==> src/rtl/pi_pwm_driver.sv <==
// Complementary PWM stage behind the PI controller: converts a Q16.16 word to a clipped,
// double-buffered duty count and drives a high/low pair with programmable dead time.
module pi_pwm_driver #(
    parameter int CNT_W    = 16,
    parameter int PERIOD   = 1000,
    parameter int DEADTIME = 8,
    parameter int DUTY_MIN = 0,
    parameter int DUTY_MAX = PERIOD
) (
    input  logic             clk,
    input  logic             rst_n,
    input  logic [31:0]      ctrl_in,
    input  logic             ctrl_valid,
    output logic             pwm_hi,
    output logic             pwm_lo,
    output logic [CNT_W-1:0] duty,
    output logic             sat_hi,
    output logic             sat_lo,
    output logic             period_start
);

    typedef enum logic [1:0] {
        S_LOW,
        S_DT_LH,
        S_HIGH,
        S_DT_HL
    } state_t;

    localparam logic [CNT_W-1:0]  LAST_CNT = CNT_W'(PERIOD - 1);
    localparam logic [CNT_W-1:0]  DT_LOAD  = CNT_W'(DEADTIME);
    localparam logic [CNT_W-1:0]  DT_ONE   = CNT_W'(1);
    localparam logic [CNT_W-1:0]  MIN_CNT  = CNT_W'(DUTY_MIN);
    localparam logic [CNT_W-1:0]  MAX_CNT  = CNT_W'(DUTY_MAX);
    localparam logic signed [31:0] MIN_S   = 32'(DUTY_MIN);
    localparam logic signed [31:0] MAX_S   = 32'(DUTY_MAX);

    logic [CNT_W-1:0]   r_cnt;
    logic [CNT_W-1:0]   r_duty_pend;
    logic [CNT_W-1:0]   r_duty;
    logic               r_sat_hi;
    logic               r_sat_lo;
    state_t             r_state;
    logic [CNT_W-1:0]   r_dt_cnt;

    logic signed [31:0] w_req;
    logic [CNT_W-1:0]   w_clip;
    logic               w_clip_hi;
    logic               w_clip_lo;
    logic               w_raw;

    // Integer part of the control word; the arithmetic shift floors negative fractions.
    assign w_req = $signed(ctrl_in) >>> 16;

    always_comb begin
        w_clip    = w_req[CNT_W-1:0];
        w_clip_hi = 1'b0;
        w_clip_lo = 1'b0;
        if (w_req > MAX_S) begin
            w_clip    = MAX_CNT;
            w_clip_hi = 1'b1;
        end else if (w_req < MIN_S) begin
            w_clip    = MIN_CNT;
            w_clip_lo = 1'b1;
        end
    end

    assign w_raw = (r_cnt < r_duty);

    // Period counter plus the pending/applied duty pair; duty only moves at the wrap edge.
    always_ff @(posedge clk) begin
        if (!rst_n) begin
            r_cnt       <= '0;
            r_duty_pend <= MIN_CNT;
            r_duty      <= MIN_CNT;
            r_sat_hi    <= 1'b0;
            r_sat_lo    <= 1'b0;
        end else begin
            if (r_cnt == LAST_CNT) begin
                r_cnt  <= '0;
                r_duty <= r_duty_pend;
            end else begin
                r_cnt <= r_cnt + DT_ONE;
            end
            if (ctrl_valid) begin
                r_duty_pend <= w_clip;
                r_sat_hi    <= w_clip_hi;
                r_sat_lo    <= w_clip_lo;
            end
        end
    end

    // Dead-time sequencer; a raw pulse that ends inside a dead-time window never reaches HIGH.
    always_ff @(posedge clk) begin
        if (!rst_n) begin
            r_state  <= S_DT_HL;
            r_dt_cnt <= DT_LOAD;
        end else begin
            case (r_state)
                S_LOW: begin
                    if (w_raw) begin
                        if (DEADTIME == 0) begin
                            r_state <= S_HIGH;
                        end else begin
                            r_state  <= S_DT_LH;
                            r_dt_cnt <= DT_LOAD;
                        end
                    end
                end
                S_DT_LH: begin
                    if (!w_raw) begin
                        r_state <= S_LOW;
                    end else if (r_dt_cnt <= DT_ONE) begin
                        r_state <= S_HIGH;
                    end else begin
                        r_dt_cnt <= r_dt_cnt - DT_ONE;
                    end
                end
                S_HIGH: begin
                    if (!w_raw) begin
                        if (DEADTIME == 0) begin
                            r_state <= S_LOW;
                        end else begin
                            r_state  <= S_DT_HL;
                            r_dt_cnt <= DT_LOAD;
                        end
                    end
                end
                S_DT_HL: begin
                    if (w_raw) begin
                        r_state  <= S_DT_LH;
                        r_dt_cnt <= DT_LOAD;
                    end else if (r_dt_cnt <= DT_ONE) begin
                        r_state <= S_LOW;
                    end else begin
                        r_dt_cnt <= r_dt_cnt - DT_ONE;
                    end
                end
                default: begin
                    r_state  <= S_DT_HL;
                    r_dt_cnt <= DT_LOAD;
                end
            endcase
        end
    end

    assign pwm_hi       = (r_state == S_HIGH);
    assign pwm_lo       = (r_state == S_LOW);
    assign duty         = r_duty;
    assign sat_hi       = r_sat_hi;
    assign sat_lo       = r_sat_lo;
    assign period_start = (r_cnt == '0);

endmodule

==> config.mk <==
export PLATFORM = sky130hd
export DESIGN_NAME = pi_pwm_driver
export DESIGN_NICKNAME = d
export VERILOG_FILES = /design/src/rtl/pi_pwm_driver.sv
export SDC_FILE = /design/constraint.sdc
export NUM_CORES = 1
export LEC_CHECK = 0
export ABC_AREA = 1
export BUFFER_PORTS_ARGS = -buffer_cell sky130_fd_sc_hd__buf_2
export CAP_MARGIN = 20
export CORE_MARGIN = 1.5
export CORE_UTILIZATION = 49
export CTS_CLUSTER_SIZE = 28
export DETAILED_ROUTE_END_ITERATION = 8
export PLACE_DENSITY = 0.82
export SETUP_SLACK_MARGIN = 0.5
export SKIP_CTS_REPAIR_TIMING = 1
export SYNTH_ARGS = -nofsm -noshare
export SYNTH_HDL_FRONTEND = slang
export SYNTH_SLANG_ARGS = --single-unit
==> constraint.sdc <==
create_clock -name clk -period 2.8 [get_ports clk]
set_input_delay 0.7 -clock clk [delete_from_list [all_inputs] [get_ports clk]]
set_output_delay 0.7 -clock clk [all_outputs]
set_load 0.05 [all_outputs]
==> reports/metrics.cfg, run 1 <==
[grt]
grt_remaining_overflow = 0
grt-busiest-layer = met2
grtUsageTotal_pct = 21.1
grt.met3_usage_pct = 4.63
grt_first_pass_wirelength_mm = 14.1
grt_max_degree = 31
grt_pass1_vias = 3234
globalRouteMet2Util_pct = 38.0
grt_util_met1_pct = 24.4
antenna_violations_before_repair = 0

[yosys]
synth.avg_cell_area_sq_um = 7.06
yosysTopAreaCell = sky130_fd_sc_hd__dfxtp_1
asyncSetResetFlopFracSynth_pct = 0
synth.top_cells.by_area = sky130_fd_sc_hd__dfxtp_1 (35%), sky130_fd_sc_hd__nand2_1 (11%), sky130_fd_sc_hd__nor2_1 (8.1%)
ys_ff_latch = 66
leading_cell_type_by_number_of_instances_after_synthesis = sky130_fd_sc_hd__nand2_1
syn_nets = 587
synth_commonest_cells = sky130_fd_sc_hd__nand2_1 (109), sky130_fd_sc_hd__nor2_1 (81), sky130_fd_sc_hd__inv_1 (72), sky130_fd_sc_hd__dfxtp_1 (66), sky130_fd_sc_hd__nand3_1 (33)
seq_area_frac_synth_pct = 35.0
yosysTopAreaCellShare_pct = 35.0
synthFlopType = sky130_fd_sc_hd__dfxtp_1
number_of_instances_in_the_synthesized_netlist = 534
yosysUniqueCellTypes = 39
post_synth_instance_area_sq_mm = 0.00377
yosysWarningCount = 0
count_of_flip_flops_with_a_built_in_enable_after_synthesis = 0

[critical_path]
cp_cell_sequence = nor2_1 -> nand2_1 -> nor4_2 -> buf_4
worstPathBufferInverterCount = 1
cell_with_the_largest_stage_delay_on_the_worst_path = sky130_fd_sc_hd__dfxtp_1
cp.required_ns = 2.10
critPathLaunchType = flip-flop
path_class = reg2out
rr_endpoint = r_dt_cnt[6]$_SDFFE_PN0P_
worst_r2r_path_depth = 13
critical_path.endpoint_type = output pin
worst-r2r-setup-slack_ns = 0.67
timing.critical_path.slowest_cell_delay_ns = 0.36
r2r_start = r_cnt[5]$_SDFF_PP0_
critPathMaxFanout = 5
worstPathArrival_ns = 1.49
cp_top_family = simple AND/OR/NAND/NOR gates

[place]
post-dp-hpwl_mm = 6.09
dpl_worst_slack_ns = 0.641
numPortBuffers = 38
routabilityCongestion = 0.873

[die]
boundaryPins = 56
die_h_microns = 90.7
core_area_sq_mm = 0.00733
std_cell_rows = 31
start_util_pct = 51.4
die_w_microns = 90.7
floorplan.die_area_sq_mm = 0.00823

[timing]
achievable-frequency_ghz = 0.456
setup-violations-final = 0
setup_repair_after_global_routing_missed_its_margin = yes
number_of_max_slew_violations_in_the_final_report = 0
final_critical_path_setup_slack_ns = 0.606
clock-skew-final_ns = 0.00813
timing_hold_violations_final = 0
post-route-period-util_pct = 78.4
max_slew.worst_pin.slew_ns = 0.518
slew_headroom_pct = 65.2
final.setup.tns_ns = 0
post-route-min-period_ns = 2.19

[drt]
final_antenna_net_count = 0
viasPerCell = 5.11
remaining_drc_errors = 0
via_count_of_the_routed_design = 3442
first_iter_violations = 182
routed_wl_mm = 8.37
detailedRoute.firstPassIterationCount = 6
avgRoutedWirePerCell_microns = 12.4

[worst_hold_path]
hold_start = r_duty_pend[12]$_SDFFE_PN0P_
worst_hold_path.num_cells = 2
min_path_type = reg2reg
worstHoldEndpoint = r_duty_pend[12]$_SDFFE_PN0P_

[clock_network]
clock_latency_ns = 0.34
cts-buffers-inserted = 9
h-tree-depth = 3
tritoncts_num_sinks = 66
ctsLongestPathBuffers = 2
worst_setup_hold_path_clk_slew_ns = 0.07
clock_tree_from_tritoncts = yes
clk_root_buffer_cell = sky130_fd_sc_hd__clkbuf_8

[finish]
fin_nets = 623
antenna_cells_inserted = 0
areaGrowthSynthToFinish_pct = 13.5
n_fill_cell = 682
drive_above_1_share_pct = 17.4

[status]
status = completed

[power_and_ir_drop]
irDropWorstVdd_v = 0.000643
p_leak_nw = 1.88
power_density_mw_per_mm2 = 852

[run]
maxCapViolCount = 0

[stage by stage]
stage / cell area [sq um] / utilization [%] / total power, mW / hold WS [ns] / cells
final: 4280 / 58.4 / 3.64 / 0.443 / 674
after global routing: 4280 / 58.4 / 3.90 / 0.466 / 674
after CTS: 4260 / 58.1 / 3.65 / 0.442 / 673
after detailed placement: 4000 / 54.5 / 2.57 / 0.432 / 657
after global placement: 4000 / 54.5 / 2.52 / 0.423 / 657
after floorplan: 3780 / - / 2.38 / 0.416 / 534
[worst register-to-register path, stage by stage (launching register included)]
cell                      delay [ns]
sky130_fd_sc_hd__dfxtp_1        0.42
sky130_fd_sc_hd__ha_1           0.28
sky130_fd_sc_hd__a21oi_1        0.14
sky130_fd_sc_hd__nor2_1         0.05
sky130_fd_sc_hd__nor3_1         0.17
sky130_fd_sc_hd__nand2_2        0.11
sky130_fd_sc_hd__nand2_4        0.09
sky130_fd_sc_hd__nand2_4        0.15
sky130_fd_sc_hd__nand2_8        0.14
sky130_fd_sc_hd__nand2_8        0.13
sky130_fd_sc_hd__inv_6          0.16
sky130_fd_sc_hd__nand2_1        0.09
sky130_fd_sc_hd__nand2_1        0.06
sky130_fd_sc_hd__nor2_1         0.04
[registers in the layout, summed over array words and instances, names as in the netlist, named ones only]
register,count
r_dt_cnt,16
sat_hi,1
duty,15
r_duty_pend,15
r_state,1
r_cnt,16
sat_lo,1
[area by class of cell]
class / count / area [sq um] / area share [%]
Multi-Input combinational cell: 375 / 2050 / 48.0
Tap cell: 99 / 124 / 2.89
Timing Repair Buffer: 42 / 223 / 5.20
Clock inverter: 5 / 125 / 2.92
Sequential cell: 66 / 1320 / 30.9
Inverter: 76 / 290 / 6.78
Clock buffer: 11 / 141 / 3.30
[how the worst max path moves through the flow]
stage,endpoint,from,cells after the start,slack (ns)
6_report,period_start,r_cnt[11]$_SDFF_PP0_,4,0.61
3_3_place_gp,r_dt_cnt[6]$_SDFFE_PN0P_,duty[9]$_SDFFE_PN0P_,12,0.67
4_1_cts,period_start,r_cnt[14]$_SDFF_PP0_,4,0.51
2_1_floorplan,period_start,r_cnt[0]$_SDFF_PP0_,4,0.53
5_1_grt,r_dt_cnt[6]$_SDFFE_PN0P_,duty[5]$_SDFFE_PN0P_,14,0.49
3_5_place_dp,r_dt_cnt[6]$_SDFFE_PN0P_,duty[11]$_SDFFE_PN0P_,12,0.64
[where the power goes]
part	leakage (nW)	internal [mW]	switching (mW)
clock	0.134	0.705	0.356
combinational	1.22	0.480	0.939
sequential	0.536	1.04	0.128
total	1.88	2.22	1.42
[metal layers]
layer	wire, microns	vias up
li1	-	1789
met5	0	-
met3	384	15
met4	118	0
met1	3610	1560
met2	4250	78
[kinds of logic after synthesis]
family | after synthesis | share of synthesized area [%]
buffers and inverters | 93 | 10.8
and+or+nand+nor | 271 | 33.3
adders and majority gates | 18 | 5.97
other | 1 | 0.0995
xor gates and xnor gates | 11 | 2.56
AOI/OAI and AO/OA | 74 | 12.2
DFF | 66 | 35.0
[placed cells by master, fill, tap and decap left out, drive strengths merged]
master	count
nand2	123
nor2	83
inv	76
dfxtp	66
buf	42
nand3	35
a21oi	31
o21ai	23
ha	18
a211oi	16
nor3	12
nand4	11
clkbuf	11
xor2	8
bufinv	4
nor4	4
xnor2	3
or2	2
nand3b	1
o211ai	1
a22o	1
o211a	1
o21a	1
conb	1
clkinv	1
No activity file was read; power rests on OpenSTA's default activity.
==> run 2, diff against run 1 <==
--- a/config.mk
+++ b/config.mk
@@ -5,14 +5,14 @@
 export SDC_FILE = /design/constraint.sdc
 export NUM_CORES = 1
 export LEC_CHECK = 0
-export ABC_AREA = 1
+export ABC_AREA = 0
 export BUFFER_PORTS_ARGS = -buffer_cell sky130_fd_sc_hd__buf_2
 export CAP_MARGIN = 20
 export CORE_MARGIN = 1.5
 export CORE_UTILIZATION = 49
 export CTS_CLUSTER_SIZE = 28
 export DETAILED_ROUTE_END_ITERATION = 8
-export PLACE_DENSITY = 0.82
+export PLACE_DENSITY = 0.86
 export SETUP_SLACK_MARGIN = 0.5
 export SKIP_CTS_REPAIR_TIMING = 1
 export SYNTH_ARGS = -nofsm -noshare
==> constraint.sdc (replaced) <==
create_clock -name clk -period 1.9 [get_ports clk]
set_input_delay 0.475 -clock clk [delete_from_list [all_inputs] [get_ports clk]]
set_output_delay 0.475 -clock clk [all_outputs]
set_load 0.05 [all_outputs]
==> run 2 against run 1 <==
The flow now finishes with violations (DRC, setup timing). Utilization up 26 points. Total power up 49%. Critical path depth up 6. Largest power group unchanged. Highest routed layer unchanged.
==> reports/metrics.cfg, run 2 <==
[die]
core_area_sq_mm = 0.00642  ; -12%
floorplan.die_area_sq_mm = 0.00722  ; -12%
start_util_pct = 51.3  ; -0.15 points
std_cell_rows = 29  ; -6.5%
die_h_microns = 85.0  ; -6.3%
boundaryPins = 56  ; unchanged
die_w_microns = 85.0  ; -6.3%

[yosys]
yosysUniqueCellTypes = 52  ; +33%
leading_cell_type_by_number_of_instances_after_synthesis = sky130_fd_sc_hd__dfxtp_1
post_synth_instance_area_sq_mm = 0.00329  ; -13%
number_of_instances_in_the_synthesized_netlist = 394  ; -26%
asyncSetResetFlopFracSynth_pct = 0  ; unchanged
yosysTopAreaCellShare_pct = 40.1  ; +5.1 points
synth.top_cells.by_area = sky130_fd_sc_hd__dfxtp_1 (40%), sky130_fd_sc_hd__ha_1 (6.8%), sky130_fd_sc_hd__nand2_1 (5.7%)
seq_area_frac_synth_pct = 40.1  ; +5.1 points
synth_commonest_cells = sky130_fd_sc_hd__dfxtp_1 (66), sky130_fd_sc_hd__nand2_1 (50), sky130_fd_sc_hd__nor2_1 (47), sky130_fd_sc_hd__a21oi_1 (28), sky130_fd_sc_hd__inv_1 (20)
yosysWarningCount = 0  ; unchanged
ys_ff_latch = 66  ; unchanged
count_of_flip_flops_with_a_built_in_enable_after_synthesis = 0  ; unchanged
syn_nets = 447  ; -24%
synth.avg_cell_area_sq_um = 8.36  ; +18%
yosysTopAreaCell = sky130_fd_sc_hd__dfxtp_1
synthFlopType = sky130_fd_sc_hd__dfxtp_1

[timing]
number_of_max_slew_violations_in_the_final_report = 0  ; unchanged
slew_headroom_pct = 65.1  ; -0.065 points
post-route-min-period_ns = 2.82
hold_slack_ns = 0.344  ; -0.0996 ns
final_critical_path_setup_slack_ns = -0.919  ; -1.53 ns
setup-violations-final = 49  ; +49
max_slew.worst_pin.slew_ns = 0.522  ; +0.00383 ns
post-route-period-util_pct = 148
timing_hold_violations_final = 0  ; unchanged
clock-skew-final_ns = 0.0126  ; +0.00449 ns
setup_repair_after_global_routing_missed_its_margin = yes
final.setup.tns_ns = -15.91  ; -15.91 ns
achievable-frequency_ghz = 0.355

[critical_path]
critical_path.endpoint_type = flip-flop
rr_endpoint = r_dt_cnt[8]$_SDFFE_PN0P_
critPathLaunchType = flip-flop
path_class = reg2reg
r2r_start = duty[12]$_SDFFE_PN0P_
worstPathArrival_ns = 3.08  ; +1.59 ns
worst-r2r-setup-slack_ns = -0.92  ; -1.59 ns
critPathMaxFanout = 4  ; -1
cp.required_ns = 2.16  ; +0.06 ns
worst_r2r_path_depth = 10  ; -3

[power_and_ir_drop]
cell_internal_pwr_mw = 3.43  ; +54%
p_leak_nw = 2.25  ; +19%
net-switching-power_mw = 2.02  ; +42%
power_density_mw_per_mm2 = 1000  ; +18%
netSwitchingFraction_pct = 37.0  ; -2.0 points
share_clk_of_total_power_pct = 26.3  ; -2.8 points
pwr-share-seq_pct = 29.7  ; -2.3 points
post-layout-total-power_mw = 5.44  ; +49%
irDropWorstVdd_v = 0.000679  ; +5.6%
share_comb_of_total_power_pct = 44.0  ; +5.1 points

[worst_hold_path]
min_path_type = in2reg
hold_start = ctrl_in[18]
worst_hold_path.num_cells = 2  ; unchanged
worstHoldEndpoint = r_duty_pend[2]$_SDFFE_PN0P_

[grt]
grt_pass1_vias = 3209  ; -0.77%
grt_max_degree = 24  ; -23%
grtUsageTotal_pct = 26.1  ; +4.9 points
grt_remaining_overflow = 0  ; unchanged
grt_first_pass_wirelength_mm = 15.0  ; +6.5%
antenna_violations_before_repair = 0  ; unchanged

[finish]
fin_nets = 581  ; -6.7%
mostFrequentLayoutCells = sky130_fd_sc_hd__buf_4 (70), sky130_fd_sc_hd__nand2_1 (44), sky130_fd_sc_hd__dfxtp_1 (43)
final_core_area_utilization_pct = 84.4  ; +26 points
most_frequent_standard_cell_in_the_layout_excluding_fill_and_tap_cells = sky130_fd_sc_hd__buf_4
layout.cells.non_filler = 610  ; -9.5%
areaGrowthSynthToFinish_pct = 64.6
top_regs = r_cnt x16, r_dt_cnt x16
fin_area_sq_mm = 0.00542  ; +27%
antenna_cells_inserted = 0  ; unchanged
drive_above_1_share_pct = 49.5  ; +32 points

[status]
failed_checks = DRC, setup timing
status = finished, violations left

[drt]
remaining_drc_errors = 2  ; +2
final_antenna_net_count = 0  ; unchanged
avgRoutedWirePerCell_microns = 22.1  ; +78%
via_count_of_the_routed_design = 3899  ; +13%
first_iter_violations = 462  ; +150%
routed_wl_mm = 13.5  ; +61%
detailedRoute.firstPassIterationCount = 8  ; +2
viasPerCell = 6.39  ; +25%

[place]
post-dp-hpwl_mm = 6.32  ; +3.7%
routabilityCongestion = 0.917  ; +5.0%
dpl_worst_slack_ns = -0.735  ; -1.38 ns
numPortBuffers = 38  ; unchanged
placed_inst_area_sq_mm = 0.00419  ; +4.8%
place.detailed.instances = 564  ; -14%

[clock_network]
h-tree-depth = 3  ; unchanged
cts-buffers-inserted = 9  ; unchanged
clock_latency_ns = 0.37  ; +0.03 ns
tritoncts_num_sinks = 66  ; unchanged
worst_setup_hold_path_clk_slew_ns = 0.08  ; about the same
clock_tree_from_tritoncts = yes
clk_root_buffer_cell = sky130_fd_sc_hd__clkbuf_8
ctsLongestPathBuffers = 2  ; unchanged

[run]
maxCapViolCount = 0  ; unchanged

-- run 2: changes by cell type after synthesis, moves of 12 or more --
cell / previous run / this run
sky130_fd_sc_hd__nand2_1: 109 / 50
sky130_fd_sc_hd__nor2_1: 81 / 47
sky130_fd_sc_hd__a211oi_1: 16 / 1
sky130_fd_sc_hd__o21ai_0: 20 / 8
sky130_fd_sc_hd__nand3_1: 33 / 13
sky130_fd_sc_hd__inv_1: 72 / 20
-- run 2: how the worst max path moves through the flow --
stage,start,to
2_1_floorplan,duty[11]$_SDFFE_PN0P_,r_dt_cnt[8]$_SDFFE_PN0P_
3_3_place_gp,duty[10]$_SDFFE_PN0P_,r_state[0]$_SDFFE_PN1P_
3_5_place_dp,duty[10]$_SDFFE_PN0P_,r_dt_cnt[6]$_SDFFE_PN0P_
4_1_cts,duty[10]$_SDFFE_PN0P_,r_dt_cnt[8]$_SDFFE_PN0P_
5_1_grt,duty[12]$_SDFFE_PN0P_,r_dt_cnt[8]$_SDFFE_PN0P_
6_report,duty[12]$_SDFFE_PN0P_,r_dt_cnt[8]$_SDFFE_PN0P_
-- run 2: worst max-delay path, stage by stage, from the launching register on --
cell and delay (ns):
sky130_fd_sc_hd__dfxtp_4 0.36, sky130_fd_sc_hd__inv_2 0.05, sky130_fd_sc_hd__ha_1 0.27, sky130_fd_sc_hd__nand4b_1 0.14, sky130_fd_sc_hd__or3_1 0.40, sky130_fd_sc_hd__o31a_1 0.32, sky130_fd_sc_hd__and2_4 0.19, sky130_fd_sc_hd__buf_6 0.13
sky130_fd_sc_hd__xnor2_4 0.16, sky130_fd_sc_hd__or4_4 0.43, sky130_fd_sc_hd__a31oi_1 0.26
-- run 2: kinds of logic (layout without fill, tap and decap cells) --
| logic type | count (synthesis) | count (layout) | share of synthesized area, % |
|---|---|---|---|
| and+or+nand+nor | 176 | 177 | 26.8 |
| DFF | 66 | 66 | 40.1 |
| other | 1 | 1 | 0.114 |
| muxes | 7 | 7 | 2.13 |
| buffers and inverters | 39 | 177 | 5.09 |
| AOI/OAI and AO/OA | 69 | 69 | 13.9 |
| xor gates and xnor gates | 18 | 18 | 5.02 |
| adders and majority gates | 18 | 18 | 6.84 |
-- run 2: final cells by class --
class,instances,area (sq um)
Clock buffer,10,138
Clock inverter,6,95.1
Fill cell,287,1000
Inverter,20,82.6
Multi-Input combinational cell,290,2300
Sequential cell,66,1380
Tap cell,77,96.3
Timing Repair Buffer,141,1330
-- run 2: metal layers --
| metal | track usage [%] | vias up | routed length, microns | share of wire, % |
|---|---|---|---|---|
| li1 | - | 1663 | - | - |
| met1 | 33.9 | 1840 | 5250 | 39 |
| met2 | 43.5 | 311 | 6370 | 47 |
| met3 | 3.70 | 85 | 1230 | 9.1 |
| met4 | 10.6 | 0 | 636 | 4.7 |
| met5 | 0 | - | 0 | 0 |
-- run 2: power by group through the flow --
stage / clock network [mW] / registers, mW / logic [mW]
after detailed placement: 0 / 1.59 / 1.64
after floorplan: 0 / 1.61 / 1.04
after global placement: 0 / 1.58 / 1.56
after CTS: 1.39 / 1.56 / 1.67
final: 1.43 / 1.62 / 2.40
after global routing: 1.49 / 1.62 / 2.49
==> run 3, diff against run 2 <==
--- a/config.mk
+++ b/config.mk
@@ -15,6 +15,7 @@
 export PLACE_DENSITY = 0.86
 export SETUP_SLACK_MARGIN = 0.5
 export SKIP_CTS_REPAIR_TIMING = 1
+export SKIP_LAST_GASP = 1
 export SYNTH_ARGS = -nofsm -noshare
 export SYNTH_HDL_FRONTEND = slang
 export SYNTH_SLANG_ARGS = --single-unit
==> run 3 against run 2 <==
The flow still finishes with violations (DRC, setup timing). Maximum frequency grew 0.77%. Register-to-register slack gained 0.02 ns. Routed wire length grew 1.4%. Global-route usage is the same. Utilization shrank 1.1 points. Count of clock-buffer cells in the layout is the same. Combinational power shrank 2%. Largest power group unchanged.
==> reports/metrics.cfg, run 3 (synthesis gave the netlist of run 2 again) <==
[status]
status = finished, violations left
failed_checks = DRC, setup timing

[power_and_ir_drop]
post-layout-total-power_mw = 5.42  ; -0.48%
irDropWorstVdd_v = 0.000705  ; +3.8%
cell_internal_pwr_mw = 3.42  ; -0.11%
net-switching-power_mw = 1.99  ; -1.1%
p_leak_nw = 2.24  ; -0.12%
power_density_mw_per_mm2 = 1010  ; +0.90%
pwr-share-seq_pct = 29.7  ; about the same
share_clk_of_total_power_pct = 26.7  ; +0.4 points
netSwitchingFraction_pct = 36.8  ; -0.23 points
share_comb_of_total_power_pct = 43.6  ; -0.4 points

[finish]
mostFrequentLayoutCells = sky130_fd_sc_hd__buf_4 (70), sky130_fd_sc_hd__nand2_1 (45), sky130_fd_sc_hd__nor2_1 (44)
drive_above_1_share_pct = 47.1  ; -2.4 points
n_fill_cell = 295  ; +2.8%
fin_area_sq_mm = 0.00535  ; -1.4%
final_core_area_utilization_pct = 83.2  ; -1.1 points
most_frequent_standard_cell_in_the_layout_excluding_fill_and_tap_cells = sky130_fd_sc_hd__buf_4
layout.cells.non_filler = 610  ; unchanged
fin_nets = 581  ; unchanged
areaGrowthSynthToFinish_pct = 62.3
top_regs = r_cnt x16, r_dt_cnt x16
antenna_cells_inserted = 0  ; unchanged

[clock_network]
clock_latency_ns = 0.38  ; about the same
h-tree-depth = 3  ; unchanged
worst_setup_hold_path_clk_slew_ns = 0.10  ; +0.02 ns
clock_tree_from_tritoncts = yes
tritoncts_num_sinks = 66  ; unchanged
cts-buffers-inserted = 9  ; unchanged
clk_root_buffer_cell = sky130_fd_sc_hd__clkbuf_8
ctsLongestPathBuffers = 2  ; unchanged

[worst_hold_path]
min_path_type = in2reg

[critical_path]
critPathMaxFanout = 4  ; unchanged
path_class = reg2reg
cp_cell_sequence = inv_2 -> ha_4 -> nand4_1 -> or3_1 -> o31a_1 -> and2_4 -> buf_6 -> xnor2_4 -> or4_1 -> a31oi_1
timing.critical_path.slowest_cell_delay_ns = 0.42  ; about the same
worstPathArrival_ns = 3.08  ; about the same
cp_top_family = simple AND/OR/NAND/NOR gates
cp.required_ns = 2.18  ; +0.02 ns
cell_with_the_largest_stage_delay_on_the_worst_path = sky130_fd_sc_hd__or4_1
worstPathBufferInverterCount = 2  ; unchanged
critical_path.endpoint_type = flip-flop
critPathLaunchType = flip-flop

[grt]
grt_remaining_overflow = 0  ; unchanged
grtUsageTotal_pct = 26.1  ; unchanged
antenna_violations_before_repair = 0  ; unchanged
grt_pass1_vias = 3209  ; unchanged
grt_max_degree = 24  ; unchanged
grt_first_pass_wirelength_mm = 15.0  ; unchanged

[die]
die_w_microns = 85.0  ; unchanged
start_util_pct = 51.3  ; unchanged
die_h_microns = 85.0  ; unchanged
floorplan.die_area_sq_mm = 0.00722  ; unchanged
std_cell_rows = 29  ; unchanged
core_area_sq_mm = 0.00642  ; unchanged
boundaryPins = 56  ; unchanged

[timing]
final.setup.tns_ns = -16.50  ; -0.592 ns
setup-violations-final = 49  ; unchanged
timing_hold_violations_final = 0  ; unchanged
max_slew.worst_pin.slew_ns = 0.583  ; +0.0610 ns
setup_repair_after_global_routing_missed_its_margin = yes
final_critical_path_setup_slack_ns = -0.898  ; +0.0215 ns
number_of_max_slew_violations_in_the_final_report = 0  ; unchanged
post-route-min-period_ns = 2.80  ; -0.0215 ns
slew_headroom_pct = 60.8  ; -4.3 points
post-route-period-util_pct = 147  ; -1.1 points
achievable-frequency_ghz = 0.357  ; +0.77%
clock-skew-final_ns = 0.0217  ; +0.00907 ns

[drt]
detailedRoute.firstPassIterationCount = 9  ; +1
remaining_drc_errors = 2  ; unchanged
first_iter_violations = 390  ; -16%
avgRoutedWirePerCell_microns = 22.4  ; +1.4%
final_antenna_net_count = 0  ; unchanged
routed_wl_mm = 13.7  ; +1.4%
via_count_of_the_routed_design = 3901  ; +0.051%
viasPerCell = 6.40  ; about the same

[place]
numPortBuffers = 38  ; unchanged
placed_inst_area_sq_mm = 0.00419  ; unchanged
post-dp-hpwl_mm = 6.32  ; unchanged
place.detailed.instances = 564  ; unchanged
routabilityCongestion = 0.917  ; unchanged

[run]
maxCapViolCount = 0  ; unchanged

==> run 3: cell types whose count changed in the layout (fill, tap and decap cells not counted) <==
| cell | before | now |
|---|---|---|
| sky130_fd_sc_hd__nand2_1 | 44 | 45 |
| sky130_fd_sc_hd__nor2_4 | 7 | 2 |
| sky130_fd_sc_hd__dfxtp_2 | 12 | 13 |
| sky130_fd_sc_hd__dfxtp_4 | 11 | 10 |
| sky130_fd_sc_hd__inv_2 | 6 | 7 |
| sky130_fd_sc_hd__nor2_1 | 35 | 44 |
| sky130_fd_sc_hd__buf_8 | 18 | 16 |
| sky130_fd_sc_hd__nand2_2 | 5 | 4 |
| sky130_fd_sc_hd__a21oi_1 | 13 | 16 |
| sky130_fd_sc_hd__nor2_2 | 5 | 1 |
| sky130_fd_sc_hd__buf_6 | 30 | 32 |
| sky130_fd_sc_hd__inv_4 | 3 | 2 |
| sky130_fd_sc_hd__a21oi_2 | 15 | 12 |
==> run 3: final cells by class <==
| class | instances | area [sq um] | share of cell area (%) |
|---|---|---|---|
| Multi-Input combinational cell | 290 | 2240 | 41.9 |
| Tap cell | 77 | 96.3 | 1.80 |
| Sequential cell | 66 | 1380 | 25.7 |
| Inverter | 20 | 80.1 | 1.50 |
| Clock inverter | 6 | 95.1 | 1.78 |
| Timing Repair Buffer | 141 | 1320 | 24.7 |
| Clock buffer | 10 | 138 | 2.57 |
==> run 3: per-layer routing <==
| metal | GRT usage [%] | vias up | routed length [microns] |
|---|---|---|---|
| li1 | - | 1656 | - |
| met1 | 33.9 | 1848 | 5240 |
| met2 | 43.5 | 311 | 6280 |
| met3 | 3.70 | 86 | 1280 |
| met4 | 10.6 | 0 | 874 |
| met5 | 0 | - | 0 |
==> run 3: final timing paths <==
| kind | start | endpoint | slack [ns] | cells past startpoint |
|---|---|---|---|---|
| max reg2reg | duty[11]$_SDFFE_PN0P_ | r_dt_cnt[4]$_SDFFE_PN0P_ | -0.90 | 10 |
| min reg2reg | r_duty_pend[12]$_SDFFE_PN0P_ | duty[12]$_SDFFE_PN0P_ | 0.48 | 2 |
| min | ctrl_in[17] | r_duty_pend[1]$_SDFFE_PN0P_ | 0.34 | 2 |
| max | duty[11]$_SDFFE_PN0P_ | r_dt_cnt[4]$_SDFFE_PN0P_ | -0.90 | 10 |
==> run 3: per-stage QoR <==
step                      hold slack [ns]  setup slack [ns]
after floorplan                     0.414            -0.655
after global placement              0.432            -0.684
after detailed placement            0.436            -0.735
after CTS                           0.343            -0.774
after global routing                0.332            -0.929
final                               0.338            -0.898
==> run 3: power groups by stage <==
| stage | Clock [mW] | Sequential [mW] | Combinational, mW |
|---|---|---|---|
| floorplan | 0 | 1.61 | 1.04 |
| global placement | 0 | 1.58 | 1.56 |
| detailed placement | 0 | 1.59 | 1.64 |
| CTS | 1.39 | 1.56 | 1.67 |
| global route | 1.52 | 1.62 | 2.46 |
| finish | 1.45 | 1.61 | 2.36 |
==> run 3: worst register-to-register path, delay by kind of cell (launching register included) <==
kind	cells	cell delay [ns]
AO/OA/AOI/OAI	2	0.53
XOR/XNOR	1	0.16
adder cells (fa/ha/maj)	1	0.27
buffers and inverters	2	0.18
flip-flops	1	0.38
AND/OR/NAND/NOR	4	1.17
